$ cat src/rtl/spi_pkg.sv
// Shared SPI definitions: master FSM states and default frame/clock parameters
// used by the master and by the SPI_slave benches.
package spi_pkg;

    localparam int SPI_DATA_WIDTH_DEFAULT  = 8;
    localparam int SPI_HALF_PERIOD_DEFAULT = 12;

    typedef enum logic [2:0] {
        IDLE  = 3'd0,
        SETUP = 3'd1,
        HIGH  = 3'd2,
        LOW   = 3'd3,
        HOLD  = 3'd4,
        GAP   = 3'd5
    } spi_state_e;

    // Counter width able to hold 0..n-1, never narrower than one bit.
    function automatic int cnt_width(input int n);
        if (n > 1) begin
            return $clog2(n);
        end else begin
            return 1;
        end
    endfunction

endpackage

$ cat src/rtl/spi_tick_gen.sv
// Half-period timer: counts 0..HALF_PERIOD-1 and flags the wrap cycle as a tick.
// i_clear holds the count at zero so every FSM state starts a fresh half-period.
module spi_tick_gen
    import spi_pkg::*;
#(
    parameter int HALF_PERIOD = SPI_HALF_PERIOD_DEFAULT
) (
    input  logic i_clk,
    input  logic i_rst,
    input  logic i_clear,
    output logic o_tick
);

    localparam int CNT_W = cnt_width(HALF_PERIOD);
    localparam logic [CNT_W-1:0] CNT_LAST = CNT_W'(HALF_PERIOD - 1);

    logic [CNT_W-1:0] cnt_r;

    // Half-period counter with clear and wrap.
    always_ff @(posedge i_clk or negedge i_rst) begin
        if (!i_rst) begin
            cnt_r <= {CNT_W{1'b0}};
        end else if (i_clear) begin
            cnt_r <= {CNT_W{1'b0}};
        end else if (cnt_r == CNT_LAST) begin
            cnt_r <= {CNT_W{1'b0}};
        end else begin
            cnt_r <= cnt_r + CNT_W'(1);
        end
    end

    assign o_tick = (cnt_r == CNT_LAST);

endmodule

$ cat src/rtl/spi_master_tx.sv
// SPI mode-0 master: shifts one word out on o_mosi MSB first while capturing
// i_miso on each rising SCK edge, framed by CS setup, hold and deselect gaps.
module spi_master_tx
    import spi_pkg::*;
#(
    parameter int DATA_WIDTH  = SPI_DATA_WIDTH_DEFAULT,
    parameter int HALF_PERIOD = SPI_HALF_PERIOD_DEFAULT
) (
    input  logic                  i_clk,
    input  logic                  i_rst,
    input  logic                  i_start,
    input  logic [DATA_WIDTH-1:0] i_data,
    input  logic                  i_miso,
    output logic                  o_sck,
    output logic                  o_mosi,
    output logic                  o_cs,
    output logic                  o_ready,
    output logic                  o_busy,
    output logic                  o_done,
    output logic [DATA_WIDTH-1:0] o_rx_data
);

    localparam int BIT_CNT_W = cnt_width(DATA_WIDTH);
    localparam logic [BIT_CNT_W-1:0] BIT_LAST = BIT_CNT_W'(DATA_WIDTH - 1);

    spi_state_e            state_r;
    logic [DATA_WIDTH-1:0] shift_tx_r;
    logic [DATA_WIDTH-1:0] shift_rx_r;
    logic [DATA_WIDTH-1:0] rx_data_r;
    logic [BIT_CNT_W-1:0]  bit_cnt_r;
    logic                  last_bit_r;
    logic                  sck_r;
    logic                  cs_r;
    logic                  ready_r;
    logic                  busy_r;
    logic                  done_r;
    logic                  tick_s;
    logic                  tick_clr_s;

    // Timer is held cleared while idle; every other state is entered on a wrap.
    always_comb begin
        tick_clr_s = 1'b0;
        if (state_r == IDLE) begin
            tick_clr_s = 1'b1;
        end else begin
            tick_clr_s = 1'b0;
        end
    end

    spi_tick_gen #(
        .HALF_PERIOD (HALF_PERIOD)
    ) u_tick_gen (
        .i_clk   (i_clk),
        .i_rst   (i_rst),
        .i_clear (tick_clr_s),
        .o_tick  (tick_s)
    );

    // Frame sequencer with registered pin and handshake outputs.
    always_ff @(posedge i_clk or negedge i_rst) begin
        if (!i_rst) begin
            state_r    <= IDLE;
            shift_tx_r <= {DATA_WIDTH{1'b0}};
            shift_rx_r <= {DATA_WIDTH{1'b0}};
            rx_data_r  <= {DATA_WIDTH{1'b0}};
            bit_cnt_r  <= {BIT_CNT_W{1'b0}};
            last_bit_r <= 1'b0;
            sck_r      <= 1'b0;
            cs_r       <= 1'b1;
            ready_r    <= 1'b1;
            busy_r     <= 1'b0;
            done_r     <= 1'b0;
        end else begin
            done_r <= 1'b0;
            case (state_r)
                IDLE: begin
                    if (i_start) begin
                        shift_tx_r <= i_data;
                        shift_rx_r <= {DATA_WIDTH{1'b0}};
                        bit_cnt_r  <= {BIT_CNT_W{1'b0}};
                        last_bit_r <= 1'b0;
                        cs_r       <= 1'b0;
                        busy_r     <= 1'b1;
                        ready_r    <= 1'b0;
                        state_r    <= SETUP;
                    end
                end
                SETUP: begin
                    if (tick_s) begin
                        sck_r      <= 1'b1;
                        shift_rx_r <= {shift_rx_r[DATA_WIDTH-2:0], i_miso};
                        state_r    <= HIGH;
                    end
                end
                HIGH: begin
                    if (tick_s) begin
                        sck_r <= 1'b0;
                        // The last bit stays on MOSI through HOLD; otherwise advance.
                        if (bit_cnt_r == BIT_LAST) begin
                            last_bit_r <= 1'b1;
                        end else begin
                            last_bit_r <= 1'b0;
                            shift_tx_r <= {shift_tx_r[DATA_WIDTH-2:0], 1'b0};
                            bit_cnt_r  <= bit_cnt_r + BIT_CNT_W'(1);
                        end
                        state_r <= LOW;
                    end
                end
                LOW: begin
                    if (tick_s) begin
                        if (last_bit_r) begin
                            state_r <= HOLD;
                        end else begin
                            sck_r      <= 1'b1;
                            shift_rx_r <= {shift_rx_r[DATA_WIDTH-2:0], i_miso};
                            state_r    <= HIGH;
                        end
                    end
                end
                HOLD: begin
                    if (tick_s) begin
                        cs_r       <= 1'b1;
                        done_r     <= 1'b1;
                        rx_data_r  <= shift_rx_r;
                        shift_tx_r <= {DATA_WIDTH{1'b0}};
                        state_r    <= GAP;
                    end
                end
                GAP: begin
                    if (tick_s) begin
                        ready_r <= 1'b1;
                        busy_r  <= 1'b0;
                        state_r <= IDLE;
                    end
                end
                default: begin
                    sck_r      <= 1'b0;
                    cs_r       <= 1'b1;
                    shift_tx_r <= {DATA_WIDTH{1'b0}};
                    ready_r    <= 1'b1;
                    busy_r     <= 1'b0;
                    state_r    <= IDLE;
                end
            endcase
        end
    end

    assign o_sck     = sck_r;
    assign o_mosi    = shift_tx_r[DATA_WIDTH-1];
    assign o_cs      = cs_r;
    assign o_ready   = ready_r;
    assign o_busy    = busy_r;
    assign o_done    = done_r;
    assign o_rx_data = rx_data_r;

endmodule
$ cat config.mk
export PLATFORM = sky130hd
export DESIGN_NAME = spi_master_tx
export DESIGN_NICKNAME = d
export VERILOG_FILES = /design/src/rtl/spi_pkg.sv /design/src/rtl/spi_tick_gen.sv /design/src/rtl/spi_master_tx.sv
export SDC_FILE = /design/constraint.sdc
export NUM_CORES = 1
export LEC_CHECK = 0
export BUFFER_PORTS_ARGS = -buffer_cell sky130_fd_sc_hd__buf_2
export CELL_PAD_IN_SITES_DETAIL_PLACEMENT = 2
export CELL_PAD_IN_SITES_GLOBAL_PLACEMENT = 2
export CORE_MARGIN = 2
export CORE_UTILIZATION = 39
export CTS_CLUSTER_SIZE = 10
export DETAILED_ROUTE_END_ITERATION = 10
export PLACE_DENSITY_LB_ADDON = 0.1
export SYNTH_ARGS = -nofsm -noshare
export SYNTH_HDL_FRONTEND = slang
export SYNTH_SLANG_ARGS = --single-unit
$ cat constraint.sdc
create_clock -name i_clk -period 2.9 [get_ports i_clk]
set_input_delay 0.145 -clock i_clk [delete_from_list [all_inputs] [get_ports i_clk]]
set_output_delay 0.145 -clock i_clk [all_outputs]
set_load 0.02 [all_outputs]
Yosys cells after proc, flatten, opt, wreduce, memory -nomap -nowiden
Cells that the tools add are included.

storage, ports and cells
  bits of input ports = 12
  RAM bits = 0
  output and inout port bits = 14
  register bits = 40
  bits in latches = 0
  memories = 0
  memory bits (read-only) = 0
  word-level logic and storage cells = 89

operators by class
  mux-type cells = 40
  $mul = 0
  div/mod/pow operators = 0
  shift operators = 0
  magnitude comparators = 0
  bitwise operators = 4
  reductions and logical operators = 16
  eq/ne operators = 15
  $add $sub $neg = 2

operator list
  kind                                                                   count
  8-bit 2-to-1 mux                                                       8
  8-bit one-hot mux with 4 select lines                                  1
  3-bit 2-to-1 mux                                                       10
  8-bit one-hot mux with 3 select lines                                  1
  3-bit one-hot mux with 6 select lines                                  1
  2-bit != test, second input constant                                   8
  5-bit AND reduction                                                    3
  1-bit 2-to-1 mux                                                       11
  3-bit equality test, second input constant                             3
  1-bit one-hot mux with 3 select lines                                  3
  3-bit AND reduction                                                    3
  4-bit 2-to-1 mux                                                       2
  4-bit OR reduction                                                     2
  3-bit by 2-bit equality test with 1-bit output, second input constant  2
  3-bit one-hot mux with 2 select lines                                  1
  6-bit AND reduction                                                    1
  3-bit OR reduction                                                     2
  4-bit by 1-bit adder with 4-bit output, second input constant          1
  4-bit equality test, second input constant                             1
  1-bit NOT                                                              4
  1-bit one-hot mux with 4 select lines                                  1
  4-bit AND reduction                                                    1
  3-bit by 1-bit adder with 3-bit output, second input constant          1
  3-bit by 1-bit equality test with 1-bit output, second input constant  1
  other kinds (5)                                                        5

Logic depth before layout (Yosys ltp)
  depth after elaboration = 4
  mapped depth = 7
  depth with buffers taken out = 5

Modules after synthesis
Synthesis repeated with hierarchy kept, for this count alone.

unflattened totals
  cell total of the unflattened synthesis = 178
  area total of the unflattened synthesis = 1995.7 µm²

modules (own cells, without submodules)
  module         cells an instance  area each (µm²)  seq. area each (µm²)  instances
  spi_master_tx  162                1813.0           903.4                 1
  spi_tick_gen   16                 182.7            100.1                 1

Worst setup path before layout
OpenSTA, ideal clock, no wires.

  path type = reg2reg
  from = register bit_cnt_r[0]
  to = register shift_tx_r[1]
  setup slack = 1242 ps
  library setup time = 125 ps
  period minus slack after synthesis = 1658 ps
  cell stages (with the launch flop) = 7
  path buffers = 1
  required time = 2775 ps
  arrival time = 1533 ps
  cell sequence = dfrtp_1 > ha_1 > ha_1 > o21ai_0 > a221o_1 > buf_6 > mux2_4

between the ends
  cells in the longest elaborated chain, start to end = 3

ends and longest elaborated chain
  item                           line                  RTL
  start: declaration             spi_master_tx.sv:30   logic [BIT_CNT_W-1:0] bit_cnt_r;
  start signal: assignment       spi_master_tx.sv:66   bit_cnt_r <= {BIT_CNT_W{1'b0}};
  start signal: assignment       spi_master_tx.sv:80   bit_cnt_r <= {BIT_CNT_W{1'b0}};
  start signal: assignment       spi_master_tx.sv:104  bit_cnt_r <= bit_cnt_r + BIT_CNT_W'(1);
  3-bit equality test            spi_master_tx.sv:99   if (bit_cnt_r == BIT_LAST) begin
  2-bit != test (no line)        n/a
  5-bit AND reduction (no line)  n/a
  end signal: assignment         spi_master_tx.sv:103  shift_tx_r <= {shift_tx_r[DATA_WIDTH-2:0], 1'b0};
  end signal: assignment         spi_master_tx.sv:125  shift_tx_r <= {DATA_WIDTH{1'b0}};
  end signal: assignment         spi_master_tx.sv:139  shift_tx_r <= {DATA_WIDTH{1'b0}};
  end: declaration               spi_master_tx.sv:27   logic [DATA_WIDTH-1:0] shift_tx_r;

Every way passes these cells.
A chain may end at the register's enable or synchronous reset.

Final worst setup path
  from = register state_r[0]
  to = register shift_rx_r[0]

between the ends
  cells in the longest elaborated chain, start to end = 3
  elaborated cells on any way between the ends = 10
  those cells by class = eq/ne (6); mux (1); reduce/logical (3)

ends and longest elaborated chain
  item                                                                          line                 RTL
  start: declaration                                                            spi_master_tx.sv:26  spi_state_e state_r;
  start signal: assignment                                                      spi_master_tx.sv:62  state_r <= IDLE;
  start signal: assignment                                                      spi_master_tx.sv:85  state_r <= SETUP;
  start signal: assignment                                                      spi_master_tx.sv:92  state_r <= HIGH;
  3-bit by 2-bit equality test with 1-bit output, or another cell as far along  spi_master_tx.sv:75  case (state_r)
  2-bit != test (no line) / 3-bit nonzero test (equally long branches)          n/a
  5-bit AND reduction (no line)                                                 n/a
  end signal: assignment                                                        spi_master_tx.sv:64  shift_rx_r <= {DATA_WIDTH{1'b0}};
  end signal: assignment                                                        spi_master_tx.sv:79  shift_rx_r <= {DATA_WIDTH{1'b0}};
  end signal: assignment                                                        spi_master_tx.sv:91  shift_rx_r <= {shift_rx_r[DATA_WIDTH-2:0], i_miso};
  end: declaration                                                              spi_master_tx.sv:28  logic [DATA_WIDTH-1:0] shift_rx_r;

Several ways; a longest one is shown, not always the timed one.

==> out/qor_table.md <==
| Item | Reported |
|:---|:---|
| Status | finished, violations left |
| Failing checks | negative hold slack |
| Endpoint of the worst register-to-register path | shift_rx_r[0]$_DFFE_PN0P_ |
| Total setup buffers inserted after CTS | 0 |
| Nets in the synthesized netlist | 206 |
| Worst setup path startpoint | state_r[0]$_DFFE_PN0P_ |
| Root Driver | sky130_fd_sc_hd__clkbuf_8 |
| Number of nets still failing antenna checks after routing | 0 |
| Hold violation total from the final report | 38 |
| Synth Warn # | 0 |
| Post-synthesis share of cell area spent on full adders, half adders and majority gates | 1.87% |
| Weighted congestion at the end of routability-driven global placement | 0.754 |
| Initial cell density of the core | 39.8% |
| Largest family of logic cells by synthesized area | simple AND/OR/NAND/NOR gates |
| Share of power burned in registers | 42.2% |
| Routed vias | 1505 |
| Setup Slack @ Placement | 0.809 ns |
| Leak Pwr | 1.08 nW |
| Top delay family on crit path | flip-flops |
| Clk Latency, worst-skew pair | 0.28 ns |
| Power density over the cells | 968 nW/um^2 |
| Maximum level of the CTS H-tree | 2 |
| Number of buffers added by the clock tree synthesis step | 5 |
| Share of final-layout standard cells stronger than drive strength 1 | 21.6% |
| Compound-gate portion of the synthesized area | 12.4% |
| Grt ovf | 0 |
| Worst-case vdd ir drop | 0.327 mV |
| Synthesized area per cell | 10.5 um^2 |
| Antenna Diode Count | 0 |
| EDFF count, synth | 0 |
| Fin Setup TNS | 0 ns |
| Clk sink count | 40 |
| Critical Path Source Type | flip-flop |
| Most instantiated flip-flop cell in the synthesis netlist | sky130_fd_sc_hd__dfrtp_1 |
| Psw | 0.867 mW |
| Capturing instance or port of the critical path | shift_rx_r[0]$_DFFE_PN0P_ |
| Worst hold path type | input port to async pin |
| Worst slew pin tran | 0.884 ns |
| Post-synthesis to final-layout area growth | 12.3% |
| Routed wirelength normalized by instance count | 16.8 um |
| Worst R2R Setup Slack | 0.81 ns |
| Port Buffers | 25 |
| CTS clk-pin slew, worst paths | 0.08 ns |
| Initial antenna violation count | 0 |
| Largest fanout of any net on the critical path | 30 |
| Critical Path AT | 2.30 ns |
| Vias in the first global route | 1656 |
| Placeable core region | 5040 um^2 |
| Category of the most critical setup path | flip-flop to flip-flop |
| Worst clock skew | 0.00655 ns |
| Combinational cell fraction of total power | 40.4% |
| Most common cell after layout, fill and taps aside | sky130_fd_sc_hd__dfrtp_1 |
| RSZ-0062 raised after global routing | no |
| Register bit count reported by yosys | 40 |
| CTS tree | built |
| Critical Path Sink Type | flip-flop |
| Async S/R FF share, synth | 100% |
| Period minus WS final | 2.09 ns |
| Proportion of total power due to net switching | 39.7% |
| Number of maximum-capacitance violations | 0 |
| # DRC | 0 |
| Worst-path cell with the longest stage delay | sky130_fd_sc_hd__dfrtp_1 |
| Net count of the finished layout | 227 |
| DRC marker count from the first detailed-route iteration | 55 |
| Detailed Route WL | 4750 um |
| Top-level port count | 26 |
| Share of synthesized area spent on multiplexers | 14.7% |
| Final-report setup violation count | 0 |
| Die span in x | 75.8 um |
| Critical Path RT | 3.11 ns |
| Length in cells of the worst reg-to-reg path | 4 |
| Post-layout power | 2.18 mW |
| Mean number of vias per cell | 5.32 |
| Total routing resource utilization after global routing | 18.8% |
| Count of mapped cells out of synthesis | 191 |
| Max-slew violation count | 0 |
| Worst-case setup margin in the final layout | 0.807 ns |
| Internal Dissipation | 1.32 mW |
| Post-synthesis share of cell area spent on and, or, nand and nor gates | 16.2% |
| Fmax achieved | 478 MHz |
| Largest buffer count on any clock path | 2 |
| Post-route fraction of the period consumed by the critical path | 72.2% |
| Cell area after technology mapping | 2010 um^2 |
| Instance count on the critical path | 4 |
| Worst max-slew margin expressed relative to the limit | 41.1% |
| Die Span Y | 75.8 um |
| Cells along the critical path | nor2_1 > o32a_1 > or3_1 > nand3_1 |
| Register area share after synthesis | 50.0% |
| R2r startpoint | state_r[0]$_DFFE_PN0P_ |
| Die Footprint | 5740 um^2 |
| Placed wire-length estimate after detailed placement | 3360 um |
| Buf/Inv on CP | 0 |
| Pin count of the biggest net entering global routing | 41 |
| Post-synthesis cell type count | 42 |
| Global-route wire length before repair | 8130 um |
| Post-route core utilization | 44.7% |
| Xor and xnor fraction of the mapped netlist area | 0.436% |
| Worst hold slack across all endpoints | -0.0214 ns |
| Number of hold-repair buffers added at the cts stage | 0 |
| Most used cells in the layout excluding fill and tap cells | sky130_fd_sc_hd__dfrtp_1 (38), sky130_fd_sc_hd__buf_2 (25), sky130_fd_sc_hd__nor2_1 (16) |
| Clock group share of total power | 17.4% |
| Core Rows | 26 |
| Pre-antenna DRT Iters | 4 |
| Number of gates resized after cts | 0 |
| Slowest Stage Delay on Critical Path | 0.88 ns |
==> layout make-up <==
cell class,instances,area [um^2]
well taps,70,87.6
multi-input cells,133,916
inverters,5,18.8
flip-flops and latches,40,1000
fillers,545,2790
repair buffers,27,140
clock buffers,8,90.1
==> Yosys cell counts (2+ instances only) <==
master	n	area [um^2]
sky130_fd_sc_hd__o21ai_1	13	65.1
sky130_fd_sc_hd__nand2_1	9	33.8
sky130_fd_sc_hd__clkbuf_1	5	18.8
sky130_fd_sc_hd__mux2_4	7	105
sky130_fd_sc_hd__ha_1	3	37.5
sky130_fd_sc_hd__dfrtp_1	38	951
sky130_fd_sc_hd__dfstp_2	2	52.6
sky130_fd_sc_hd__buf_2	5	25.0
sky130_fd_sc_hd__o21ai_0	2	10.0
sky130_fd_sc_hd__inv_1	5	18.8
sky130_fd_sc_hd__nand3_1	10	50.1
sky130_fd_sc_hd__mux2i_1	10	100
sky130_fd_sc_hd__buf_4	2	15.0
sky130_fd_sc_hd__and3_1	7	43.8
sky130_fd_sc_hd__nor2_1	16	60.1
sky130_fd_sc_hd__o22ai_1	2	12.5
sky130_fd_sc_hd__nand2b_1	3	18.8
sky130_fd_sc_hd__a21oi_1	15	75.1
sky130_fd_sc_hd__a22oi_1	3	22.5
sky130_fd_sc_hd__nor3_1	5	25.0
sky130_fd_sc_hd__mux2_1	8	90.1
==> state kept, by name (all words and copies together), names as in the netlist <==
signal / cells
o_rx_data: 8
shift_rx_r: 8
shift_tx_r: 8
u_tick_gen.cnt_r: 4
bit_cnt_r: 3
state_r: 3
last_bit_r: 1
o_busy: 1
o_cs: 1
o_done: 1
o_ready: 1
o_sck: 1
==> how the worst min path moves through the flow <==
stage / from / to / slack, ns / depth (start not counted)
5_1_grt: i_rst / shift_tx_r[2]$_DFFE_PN0P_ / 0.05 / 1
4_1_cts: i_rst / shift_tx_r[0]$_DFFE_PN0P_ / 0.01 / 1
3_5_place_dp: i_rst / shift_tx_r[1]$_DFFE_PN0P_ / 0.33 / 1
2_1_floorplan: i_rst / bit_cnt_r[0]$_DFFE_PN0P_ / -0.15 / 0
6_report: i_rst / shift_tx_r[1]$_DFFE_PN0P_ / -0.02 / 1
3_3_place_gp: i_rst / shift_tx_r[1]$_DFFE_PN0P_ / 0.31 / 1
==> worst reg2reg max path, stage by stage, from the launching register on <==
cell,delay [ns]
sky130_fd_sc_hd__dfrtp_1,0.88
sky130_fd_sc_hd__nor2_1,0.11
sky130_fd_sc_hd__o32a_1,0.51
sky130_fd_sc_hd__or3_1,0.43
sky130_fd_sc_hd__nand3_1,0.09
==> routing by layer <==
layer / GRT usage (%) / routed length, um
met5: 0 / 0
met4: 5.26 / 36
met3: 3.57 / 115
met2: 33.0 / 2500
met1: 23.6 / 2100
==> power by group through the flow <==
| stage | Combinational, mW | Clock, mW | Sequential (mW) |
|---|---|---|---|
| floorplan | 0.744 | 0 | 0.862 |
| global placement | 0.831 | 0 | 0.911 |
| detailed placement | 0.894 | 0 | 0.935 |
| CTS | 0.899 | 0.395 | 0.924 |
| global route | 1.01 | 0.415 | 0.957 |
| finish | 0.882 | 0.381 | 0.922 |
==> metrics by stage <==
step	hold slack, ns	std cells	cell area, um^2
final	-0.0214	283	2260
after floorplan	-0.151	191	2010
after global placement	0.309	275	2170
after global routing	0.0495	283	2260
after CTS	0.0107	283	2260
after detailed placement	0.330	275	2170
==> logic make-up after synthesis <==
| family | count (synthesis) |
|---|---|
| buf+inv | 18 |
| simple gates | 61 |
| mux | 25 |
| xor+xnor | 1 |
| compound gates | 43 |
| flops | 40 |
| fa+ha+maj | 3 |
(Power assumes the default switching activity.)
